[src/rtl/lm_sm_sequencer.sv]
// ============================================================================
// Module   : lm_sm_sequencer
// Purpose  : Multi-cycle sequencer for LM/SM/LA/SA register-list transfers.
// Revision : 1.0
// ============================================================================
`default_nettype none

module lm_sm_sequencer (
   input  logic        clk,
   input  logic        reset,
   input  logic        start,
   input  logic        load,
   input  logic        sig_multiple,
   input  logic        sig_all,
   input  logic [7:0]  reg_list,
   input  logic [15:0] base_addr,
   input  logic        mem_ready,
   output logic [15:0] mem_addr,
   output logic        mem_read,
   output logic        mem_write,
   output logic [2:0]  reg_addr,
   output logic        reg_write,
   output logic        stall,
   output logic        busy,
   output logic        done
);

   typedef enum logic [1:0] {
      IDLE = 2'd0,
      XFER = 2'd1,
      DONE = 2'd2
   } state_t;

   state_t      state, state_nxt;
   logic [7:0]  mask, mask_nxt;
   logic [15:0] addr_cnt, addr_nxt;
   logic        dir, dir_nxt;
   logic [2:0]  low_idx;
   logic [7:0]  low_bit;
   logic [7:0]  accept_mask;
   logic        accept;

   // Lowest set bit wins: scan from the top so the last hit is the lowest.
   always_comb begin
      low_idx = 3'd0;
      for (int i = 7; i >= 0; i--) begin
         if (mask[i]) low_idx = 3'(i);
      end
   end

   assign low_bit     = 8'd1 << low_idx;
   assign accept_mask = sig_all ? 8'hFF : reg_list;
   assign accept      = (state == IDLE) & start & (sig_multiple | sig_all) & ~reset;

   always_comb begin
      state_nxt = state;
      mask_nxt  = mask;
      addr_nxt  = addr_cnt;
      dir_nxt   = dir;
      mem_addr  = 16'h0000;
      mem_read  = 1'b0;
      mem_write = 1'b0;
      reg_addr  = 3'd0;
      reg_write = 1'b0;
      stall     = 1'b0;
      busy      = 1'b0;
      done      = 1'b0;

      case (state)
         IDLE: begin
            if (accept) begin
               mask_nxt  = accept_mask;
               addr_nxt  = base_addr;
               dir_nxt   = load;
               stall     = 1'b1;
               state_nxt = (accept_mask != 8'h00) ? XFER : DONE;
            end
         end
         XFER: begin
            busy      = 1'b1;
            stall     = 1'b1;
            mem_addr  = addr_cnt;
            mem_read  = dir;
            mem_write = ~dir;
            reg_addr  = low_idx;
            if (mem_ready) begin
               mask_nxt  = mask & ~low_bit;
               addr_nxt  = addr_cnt + 16'd1;
               reg_write = dir;
               if ((mask & ~low_bit) == 8'h00) state_nxt = DONE;
            end
         end
         DONE: begin
            busy      = 1'b1;
            stall     = 1'b1;
            done      = 1'b1;
            state_nxt = IDLE;
         end
         default: state_nxt = IDLE;
      endcase

      // Outputs read as zero for the whole reset cycle, even mid-transfer.
      if (reset) begin
         mem_addr  = 16'h0000;
         mem_read  = 1'b0;
         mem_write = 1'b0;
         reg_addr  = 3'd0;
         reg_write = 1'b0;
         stall     = 1'b0;
         busy      = 1'b0;
         done      = 1'b0;
      end
   end

   always_ff @(posedge clk) begin
      if (reset) begin
         state    <= IDLE;
         mask     <= 8'h00;
         addr_cnt <= 16'h0000;
         dir      <= 1'b0;
      end else begin
         state    <= state_nxt;
         mask     <= mask_nxt;
         addr_cnt <= addr_nxt;
         dir      <= dir_nxt;
      end
   end

endmodule

`default_nettype wire

[config.mk]
export PLATFORM = sky130hd
export DESIGN_NAME = lm_sm_sequencer
export DESIGN_NICKNAME = d
export VERILOG_FILES = /design/src/rtl/lm_sm_sequencer.sv
export SDC_FILE = /design/constraint.sdc
export NUM_CORES = 1
export LEC_CHECK = 0
export BUFFER_PORTS_ARGS = -buffer_cell sky130_fd_sc_hd__clkbuf_2
export CORE_ASPECT_RATIO = 0.9
export CORE_UTILIZATION = 48
export DETAILED_ROUTE_END_ITERATION = 10
export PLACE_DENSITY = 0.75
export SETUP_SLACK_MARGIN = 0.02
export SLEW_MARGIN = 20
export SYNTH_ARGS = -nofsm -noshare
export SYNTH_HDL_FRONTEND = slang
export SYNTH_SLANG_ARGS = --single-unit
[constraint.sdc]
create_clock -name clk -period 2.2 [get_ports clk]
set_input_delay 0.44 -clock clk [delete_from_list [all_inputs] [get_ports clk]]
set_output_delay 0.44 -clock clk [all_outputs]
set_load 0.02 [all_outputs]
==> flow_metrics.env, run 1 <==
export IMPL_async_reset_ff_frac=0
export IMPL_drtAntennaViolNets=0
export IMPL_setup_tns_ns=0
export IMPL_ys_top_cells_by_count="31 x o21ai_0, 27 x dfxtp_1, 26 x nor2_1"
export IMPL_finalSetupViolations=0
export IMPL_worst_pin_slew_ns=0.4470
export IMPL_synth_area_leader_cell="dfxtp_1"
export IMPL_grt_pass1_vias=2038
export IMPL_hold_class="primary input to flop"
export IMPL_syn2layout_area_growth_pct=26.13
export IMPL_dp_slack_ns=0.2208
export IMPL_num_antenna_cells=0
export IMPL_clock_path_buffers=2
export IMPL_clk_latency_ns=0.28
export IMPL_wl_per_cell_um=14.53
export IMPL_cts_root_buf="clkbuf_8"
export IMPL_layout_nets=375
export IMPL_synth_flop_cell="dfxtp_1"
export IMPL_dieWidth_um=69.33
export IMPL_grt_usage=0.2626
export IMPL_ys_seq_area_frac=0.2760
export IMPL_yosysTopAreaCellShare=0.2760
export IMPL_htreeDepth=1
export IMPL_clkSlewWorstSetupHoldPaths_ns=0.09
export IMPL_powerDensity_mw_per_mm2=996.5
export IMPL_synthesis_area_mm2=0.001958
export IMPL_p_total_mw=2.461
export IMPL_maxSlewViolCount=0
export IMPL_drtIter0Drc=263
export IMPL_worst_slack_ns=0.1408
export IMPL_holdBufCountCts=0
export IMPL_first_pass_iters=4
export IMPL_cts_tree="built"
export IMPL_final_layout_size_suffix_gt1_frac=0.2870
export IMPL_startpoint_type="flop"
export IMPL_cp_arrival_ns=1.62
export IMPL_hold_viol_final=0
export IMPL_status="complete, no violations"
export IMPL_ys_types=49
export IMPL_cts_sinks=27
export IMPL_die_y_um=62.60
export IMPL_yosysMostFrequentCell="o21ai_0"
export IMPL_dr_total_vias=2277
export IMPL_fmax_ghz=0.4856
export IMPL_core_area_mm2=0.003810
export IMPL_port_buffers=55
export IMPL_synth_area_leaders="dfxtp_1 28%, o21ai_0 7.9%, a21oi_1 5.4%"
export IMPL_ios=56
export IMPL_dp_hpwl_um=4255
export IMPL_power_leakage_nw=1.023
export IMPL_fp_row_count=21
export IMPL_antenna_found_initial=0
export IMPL_grt_max_degree=21
export IMPL_drv_cap=0
export IMPL_hold_ws_ns=0.3925
export IMPL_worst_setup_path_type="flop to output port"
export IMPL_skew_ns=0.01079
export IMPL_drc=0
export IMPL_syn_area_per_cell_um2=7.146
export IMPL_grt_ovfl_total=0
export IMPL_yosysWarnings=0
export IMPL_syn_nets=310
export IMPL_period_minus_slack_ns=2.059
export IMPL_viasPerCell=5.930
export IMPL_routed_wl_um=5579
export IMPL_peakVddDrop_uv=611.9
export IMPL_cts_made_buffers=3
export IMPL_rsz0062_at_grt="yes"
export IMPL_grt_pass1_wl_um=9473
export IMPL_cp_max_fo=13
export IMPL_syn_inst=274
export IMPL_worstSetupEndpointType="output port"
export IMPL_crit_required_ns=1.76
export IMPL_die_area_mm2=0.004339
export IMPL_min_period_over_period=0.9360
export IMPL_synth_edf_count=0
export IMPL_yosys_register_bits=27
export IMPL_place_gp_congestion=0.8942
export IMPL_start_util=0.5140
export IMPL_slew_headroom=0.6997
==> what timing repair did <==
action | 4_1_cts | 5_1_grt
cloned | 0 | 0
gates resized for setup | 1 | 7
setup buffers | 0 | 0
setup endpoints to repair | 4 | 16
==> stage by stage <==
stage | area, µm² | std cells | util
2_1_floorplan | 1958 | 274 | -
3_3_place_gp | 2395 | 380 | 0.6286
3_5_place_dp | 2395 | 380 | 0.6286
4_1_cts | 2442 | 384 | 0.6411
5_1_grt | 2470 | 384 | 0.6483
6_report | 2470 | 384 | 0.6483
==> sequential cells by signal, summed over array words and instances, names as in the netlist <==
| name | cells |
|---|---|
| addr_cnt | 16 |
| dir | 1 |
| state | 2 |
| mask | 8 |
==> critical path, cell delays in order, from the launching register on <==
cell     delay (ns)
dfxtp_1        0.45
ha_4           0.20
inv_1          0.07
nor2_2         0.13
buf_6          0.16
and2_1         0.16
buf_2          0.17
==> layout make-up <==
type	count	area [µm²]
repair buffers	81	474.2
well taps	46	57.56
fillers	329	1340
flip-flops and latches	27	540.5
multi-input cells	219	1326
clock buffers	4	45.04
inverters	7	26.28
==> kinds of logic after synthesis <==
| kind of cell | count (synthesis) | synth area share |
|---|---|---|
| and+or+nand+nor | 116 | 0.3086 |
| AOI/OAI and AO/OA | 95 | 0.3080 |
| buffers and inverters | 28 | 0.06006 |
| DFF | 27 | 0.2760 |
| adders and majority gates | 5 | 0.03195 |
| muxes | 3 | 0.01534 |
==> worst paths after layout <==
path                start      endpoint  slack [ns]  cells past startpoint
min reg2reg  addr_cnt[13]  addr_cnt[13]        0.50                      1
max reg2reg   addr_cnt[3]  addr_cnt[13]        0.21                      5
max              state[0]  mem_addr[14]        0.14                      6
min                  load           dir        0.39                      3
==> layer usage <==
layer / wire length [µm] / part of all wire / GRT usage / vias up
li1: - / - / - / 1133
met1: 2788 / 0.50 / 0.3998 / 1036
met2: 2383 / 0.43 / 0.3811 / 99
met3: 356 / 0.064 / 0.04194 / 9
met4: 51 / 0.0091 / 0.06378 / 0
met5: 0 / 0 / 0 / -
==> power breakdown <==
part           switching (mW)  internal (mW)  total [mW]
Combinational           0.764          0.599        1.36
Clock                   0.167          0.130       0.298
Sequential              0.166          0.635       0.801
Total                    1.10           1.36        2.46
==> cells in the final DEF (no fill, tap or decap), drive strengths merged, types with 4 or more instances in the layout <==
| master | n |
|---|---|
| nand3 | 9 |
| clkbuf | 58 |
| nor2 | 26 |
| inv | 7 |
| nand2 | 21 |
| a211oi | 5 |
| and2 | 18 |
| or3 | 5 |
| o21ai | 33 |
| a21oi | 21 |
| buf | 27 |
| dfxtp | 27 |
| nor3 | 10 |
| o31ai | 4 |
| nor2b | 5 |
| o21a | 4 |
| nor4 | 4 |
| ha | 5 |
(Power assumes the default switching activity.)
==> inputs of run 2 (changes only) <==
--- a/config.mk
+++ b/config.mk
@@ -12,5 +12,4 @@
 export PLACE_DENSITY = 0.75
 export SETUP_SLACK_MARGIN = 0.02
-export SLEW_MARGIN = 20
 export SYNTH_ARGS = -nofsm -noshare
 export SYNTH_HDL_FRONTEND = slang
==> constraint.sdc (replaced) <==
create_clock -name clk -period 2.2 [get_ports clk]
set_input_delay 0.22 -clock clk [delete_from_list [all_inputs] [get_ports clk]]
set_output_delay 0.22 -clock clk [all_outputs]
set_load 0.02 [all_outputs]
==> flow_metrics.env, run 2 (synthesis gave the netlist of run 1 again) <==
export IMPL_status="complete, no violations"
export IMPL_drv_cap=0
export IMPL_sequentialPowerShare=0.341
export IMPL_die_y_um=62.60
export IMPL_viasPerCell=6.074
export IMPL_hold_class="primary input to flop"
export IMPL_startpoint_type="flop"
export IMPL_grtUsageMet1=0.3947
export IMPL_fp_row_count=21
export IMPL_grt_busiest_layer="met2"
export IMPL_syn2layout_area_growth_pct=22.36
export IMPL_num_antenna_cells=0
export IMPL_rr_worst_depth=6
export IMPL_cts_made_buffers=3
export IMPL_grt_pass1_wl_um=9535
export IMPL_comb_power_share=0.533
export IMPL_drtIter0Drc=195
export IMPL_dieWidth_um=69.33
export IMPL_worstSetupEndpointType="flop"
export IMPL_p_clk_frac=0.126
export IMPL_setup_tns_ns=0
export IMPL_clock_path_buffers=2
export IMPL_crit_chain="or4_1, buf_4, a211o_2, o21ai_0, a32o_1, mux2i_1"
export IMPL_crit_required_ns=2.41
export IMPL_dr_total_vias=2284
export IMPL_switchingPower_mw=1.106
export IMPL_fmax_ghz=0.4770
export IMPL_reg2reg_from="mask[0]"
export IMPL_powerDensity_mw_per_mm2=1004
export IMPL_grt_max_degree=24
export IMPL_worst_setup_path_type="flop to flop"
export IMPL_first_pass_iters=5
export IMPL_largest_reg_flops=16
export IMPL_reg_top3="addr_cnt x16, mask x8, state x2"
export IMPL_grt_use_met2=0.4102
export IMPL_cts_tree="built"
export IMPL_start_util=0.5140
export IMPL_min_period_over_period=0.9530
export IMPL_grt_usage=0.2691
export IMPL_r2r_end="state[0]"
export IMPL_post_cts_buffers=0
export IMPL_final_layout_size_suffix_gt1_frac=0.2636
export IMPL_regToRegSetupSlack_ns=0.10
export IMPL_port_buffers=55
export IMPL_htreeDepth=1
export IMPL_cts_root_buf="clkbuf_8"
export IMPL_met3_usage=0.04516
export IMPL_cp_max_fo=9
export IMPL_period_minus_slack_ns=2.097
export IMPL_endpoint="state[0]"
export IMPL_layout_cells_most_common="clkbuf_2"
export IMPL_cts_sinks=27
export IMPL_grt_pass1_vias=1977
export IMPL_core_area_mm2=0.003810
export IMPL_hold_viol_final=0
export IMPL_die_area_mm2=0.004339
export IMPL_swShare=0.4598
export IMPL_startpoint="mask[0]"
export IMPL_layout_nets=367
export IMPL_peakVddDrop_uv=624.9
export IMPL_slew_headroom=0.6438
export IMPL_p_int_mw=1.300
export IMPL_maxSlewViolCount=0
export IMPL_dp_hpwl_um=4248
export IMPL_skew_ns=0.01018
export IMPL_routed_wl_um=5687
export IMPL_cts_resized_gates=2
export IMPL_power_leakage_nw=0.9824
export IMPL_worst_pin_slew_ns=0.5295
export IMPL_antenna_found_initial=0
export IMPL_clkSlewWorstSetupHoldPaths_ns=0.09
export IMPL_finalSetupViolations=0
export IMPL_drtAntennaViolNets=0
export IMPL_cp_slowest_cell="or4_1"
export IMPL_top_register="addr_cnt"
export IMPL_rsz0062_at_grt="no"
export IMPL_drc=0
export IMPL_wl_per_cell_um=15.13
export IMPL_p_total_mw=2.407
export IMPL_layout_cells_most_common_list="55 x clkbuf_2, 31 x o21ai_0, 27 x dfxtp_1"
export IMPL_ios=56
export IMPL_place_gp_congestion=0.8871
export IMPL_cpPeakStageDelay_ns=0.60
export IMPL_cp_arrival_ns=2.31
export IMPL_grt_ovfl_total=0
export IMPL_holdBufCountCts=0
export IMPL_clk_latency_ns=0.29
## run 2: worst min-delay path by stage
stage	from	endpoint	slack, ns	cells past startpoint
floorplan	load	dir	0.36	2
global placement	load	dir	0.46	3
detailed placement	load	dir	0.47	3
CTS	load	dir	0.18	3
global route	load	dir	0.19	3
finish	load	dir	0.18	3
## run 2: critical path: cells and delay by family, from the launching register on
family,cells,cell delay (ns)
buffers and inverters,1,0.18
DFF,1,0.42
and+or+nand+nor,1,0.60
AOI/OAI and AO/OA,3,0.64
muxes,1,0.19
## run 2: final cells by class
type | instances | area (µm²)
timing repair buffer | 73 | 410.4
tap | 46 | 57.56
inverter | 7 | 26.28
clock buffer | 4 | 45.04
multi-input combinational | 219 | 1316
sequential | 27 | 540.5
fill | 363 | 1414
## run 2: per-layer routing
layer / wire, µm / vias to the layer above / part of all wire
met5: 0 / - / 0
met4: 59 / 0 / 0.010
met3: 447 / 10 / 0.079
met2: 2485 / 99 / 0.44
met1: 2694 / 1057 / 0.47
li1: - / 1118 / -
## run 2: stage by stage
| step | cell area [µm²] | setup WS (ns) | instances | util | hold slack, ns |
|---|---|---|---|---|---|
| floorplan | 1958 | 0.2082 | 274 | - | 0.3639 |
| global placement | 2335 | 0.1457 | 372 | 0.6128 | 0.4573 |
| detailed placement | 2335 | 0.07135 | 372 | 0.6128 | 0.4685 |
| CTS | 2387 | 0.1399 | 376 | 0.6266 | 0.1769 |
| global route | 2396 | 0.02757 | 376 | 0.6289 | 0.1940 |
| finish | 2396 | 0.1035 | 376 | 0.6289 | 0.1757 |
## run 2: power by group through the flow
stage	combinational [mW]	sequential, mW	clock (mW)
after global placement	1.23	0.820	0
final	1.28	0.821	0.302
after CTS	1.26	0.810	0.304
after detailed placement	1.25	0.823	0
after floorplan	0.914	0.750	0
after global routing	1.42	0.842	0.320
==> inputs of run 3 (changes only) <==
MAX_ROUTING_LAYER = met4   (was unset)
==> flow_metrics.env, run 3 (synthesis gave the netlist of run 1 again) <==
export IMPL_status="complete, no violations"
export IMPL_port_buffers=55
export IMPL_layout_cells_most_common="clkbuf_2"
export IMPL_die_y_um=62.60
export IMPL_grt_max_degree=20
export IMPL_post_route_util=0.6286
export IMPL_grt_pass1_wl_um=9701
export IMPL_hold_ws_ns=0.1847
export IMPL_htreeDepth=1
export IMPL_hold_depth=3
export IMPL_p_total_mw=2.390
export IMPL_finalSetupViolations=0
export IMPL_rsz0062_at_grt="no"
export IMPL_grt_usage=0.2780
export IMPL_cts_sinks=27
export IMPL_clkSlewWorstSetupHoldPaths_ns=0.09
export IMPL_post_cts_buffers=0
export IMPL_min_period_over_period=0.9455
export IMPL_die_area_mm2=0.004339
export IMPL_cts_resized_gates=2
export IMPL_holdBufCountCts=0
export IMPL_slew_headroom=0.6381
export IMPL_powerDensity_mw_per_mm2=997.9
export IMPL_setup_tns_ns=0
export IMPL_skew_ns=0.009970
export IMPL_cp_max_fo=9
export IMPL_switchingPower_mw=1.093
export IMPL_final_layout_size_suffix_gt1_frac=0.2636
export IMPL_power_leakage_nw=0.9832
export IMPL_period_minus_slack_ns=2.080
export IMPL_cts_made_buffers=3
export IMPL_fp_row_count=21
export IMPL_hold_viol_final=0
export IMPL_startpoint_type="flop"
export IMPL_comb_power_share=0.537
export IMPL_worst_setup_path_type="flop to output port"
export IMPL_cts_tree="built"
export IMPL_dp_hpwl_um=4232
export IMPL_hold_class="primary input to flop"
export IMPL_routed_wl_um=5689
export IMPL_worstSetupEndpointType="output port"
export IMPL_grt_pass1_vias=2021
export IMPL_viasPerCell=6.043
export IMPL_wl_per_cell_um=15.13
export IMPL_grt_ovfl_total=0
export IMPL_worst_pin_slew_ns=0.5393
export IMPL_top_register="addr_cnt"
export IMPL_num_fill_cells=367
export IMPL_drc=0
export IMPL_layout_cells_most_common_list="55 x clkbuf_2, 31 x o21ai_0, 27 x dfxtp_1"
export IMPL_swShare=0.4575
export IMPL_place_gp_congestion=0.9174
export IMPL_ios=56
export IMPL_p_clk_frac=0.121
export IMPL_largest_reg_flops=16
export IMPL_clk_latency_ns=0.28
export IMPL_rr_worst_depth=6
export IMPL_antenna_found_initial=0
export IMPL_dr_total_vias=2272
export IMPL_layout_nets=367
export IMPL_regToRegSetupSlack_ns=0.13
export IMPL_start_util=0.5140
export IMPL_p_int_mw=1.296
export IMPL_drtIter0Drc=209
export IMPL_num_antenna_cells=0
export IMPL_drv_cap=0
export IMPL_cp_arrival_ns=1.86
export IMPL_maxSlewViolCount=0
export IMPL_fmax_ghz=0.4807
export IMPL_first_pass_iters=4
export IMPL_sequentialPowerShare=0.342
export IMPL_reg_top3="addr_cnt x16, mask x8, state x2"
export IMPL_dieWidth_um=69.33
export IMPL_core_area_mm2=0.003810
export IMPL_crit_required_ns=1.98
export IMPL_clock_path_buffers=2
export IMPL_cts_root_buf="clkbuf_8"
export IMPL_syn2layout_area_growth_pct=22.30
export IMPL_drtAntennaViolNets=0
export IMPL_peakVddDrop_uv=714.5
[run 3: cell counts in the layout (fill, tap and decap cells not counted)]
Identical to the previous run, type by type.
[run 3: layer usage]
metal / global-route usage / part of all wire / wire (µm) / vias to the layer above
met5: - / 0 / 0 / -
met4: 0.05102 / 0.0025 / 14 / 0
met3: 0.04194 / 0.089 / 509 / 2
met2: 0.4175 / 0.46 / 2601 / 110
met1: 0.3976 / 0.45 / 2563 / 1042
li1: - / - / - / 1118
[run 3: area by class of cell]
cell class                 instances  area (µm²)  share of cell area
clock buffer                       4       45.04             0.01881
inverter                           7       26.28             0.01097
timing repair buffer              73       410.4              0.1714
tap                               46       57.56             0.02403
sequential                        27       540.5              0.2257
multi-input combinational        219        1315              0.5491
[run 3: metrics by stage]
stage               worst slack (ns)  instance area [µm²]  instances
floorplan                     0.2082                 1958        274
global placement              0.1831                 2335        372
detailed placement           0.05976                 2335        372
CTS                           0.1163                 2387        376
global route                 0.03034                 2395        376
finish                        0.1198                 2395        376
[run 3: path summary, 6_finish.rpt]
kind,endpoint,startpoint
max,reg_addr[2],mask[0]
min,dir,load
max reg2reg,state[0],mask[0]
min reg2reg,addr_cnt[13],addr_cnt[13]
[run 3: critical path: stages, from the launching register on]
cell,delay (ns)
dfxtp_1,0.41
or4_1,0.59
buf_4,0.18
nor3_1,0.20
clkbuf_2,0.21
[run 3: power groups by stage]
| stage | clock network (mW) | registers [mW] | logic [mW] |
|---|---|---|---|
| after floorplan | 0 | 0.750 | 0.914 |
| after global placement | 0 | 0.819 | 1.23 |
| after detailed placement | 0 | 0.821 | 1.25 |
| after CTS | 0.296 | 0.810 | 1.26 |
| after global routing | 0.313 | 0.848 | 1.41 |
| final | 0.289 | 0.818 | 1.28 |
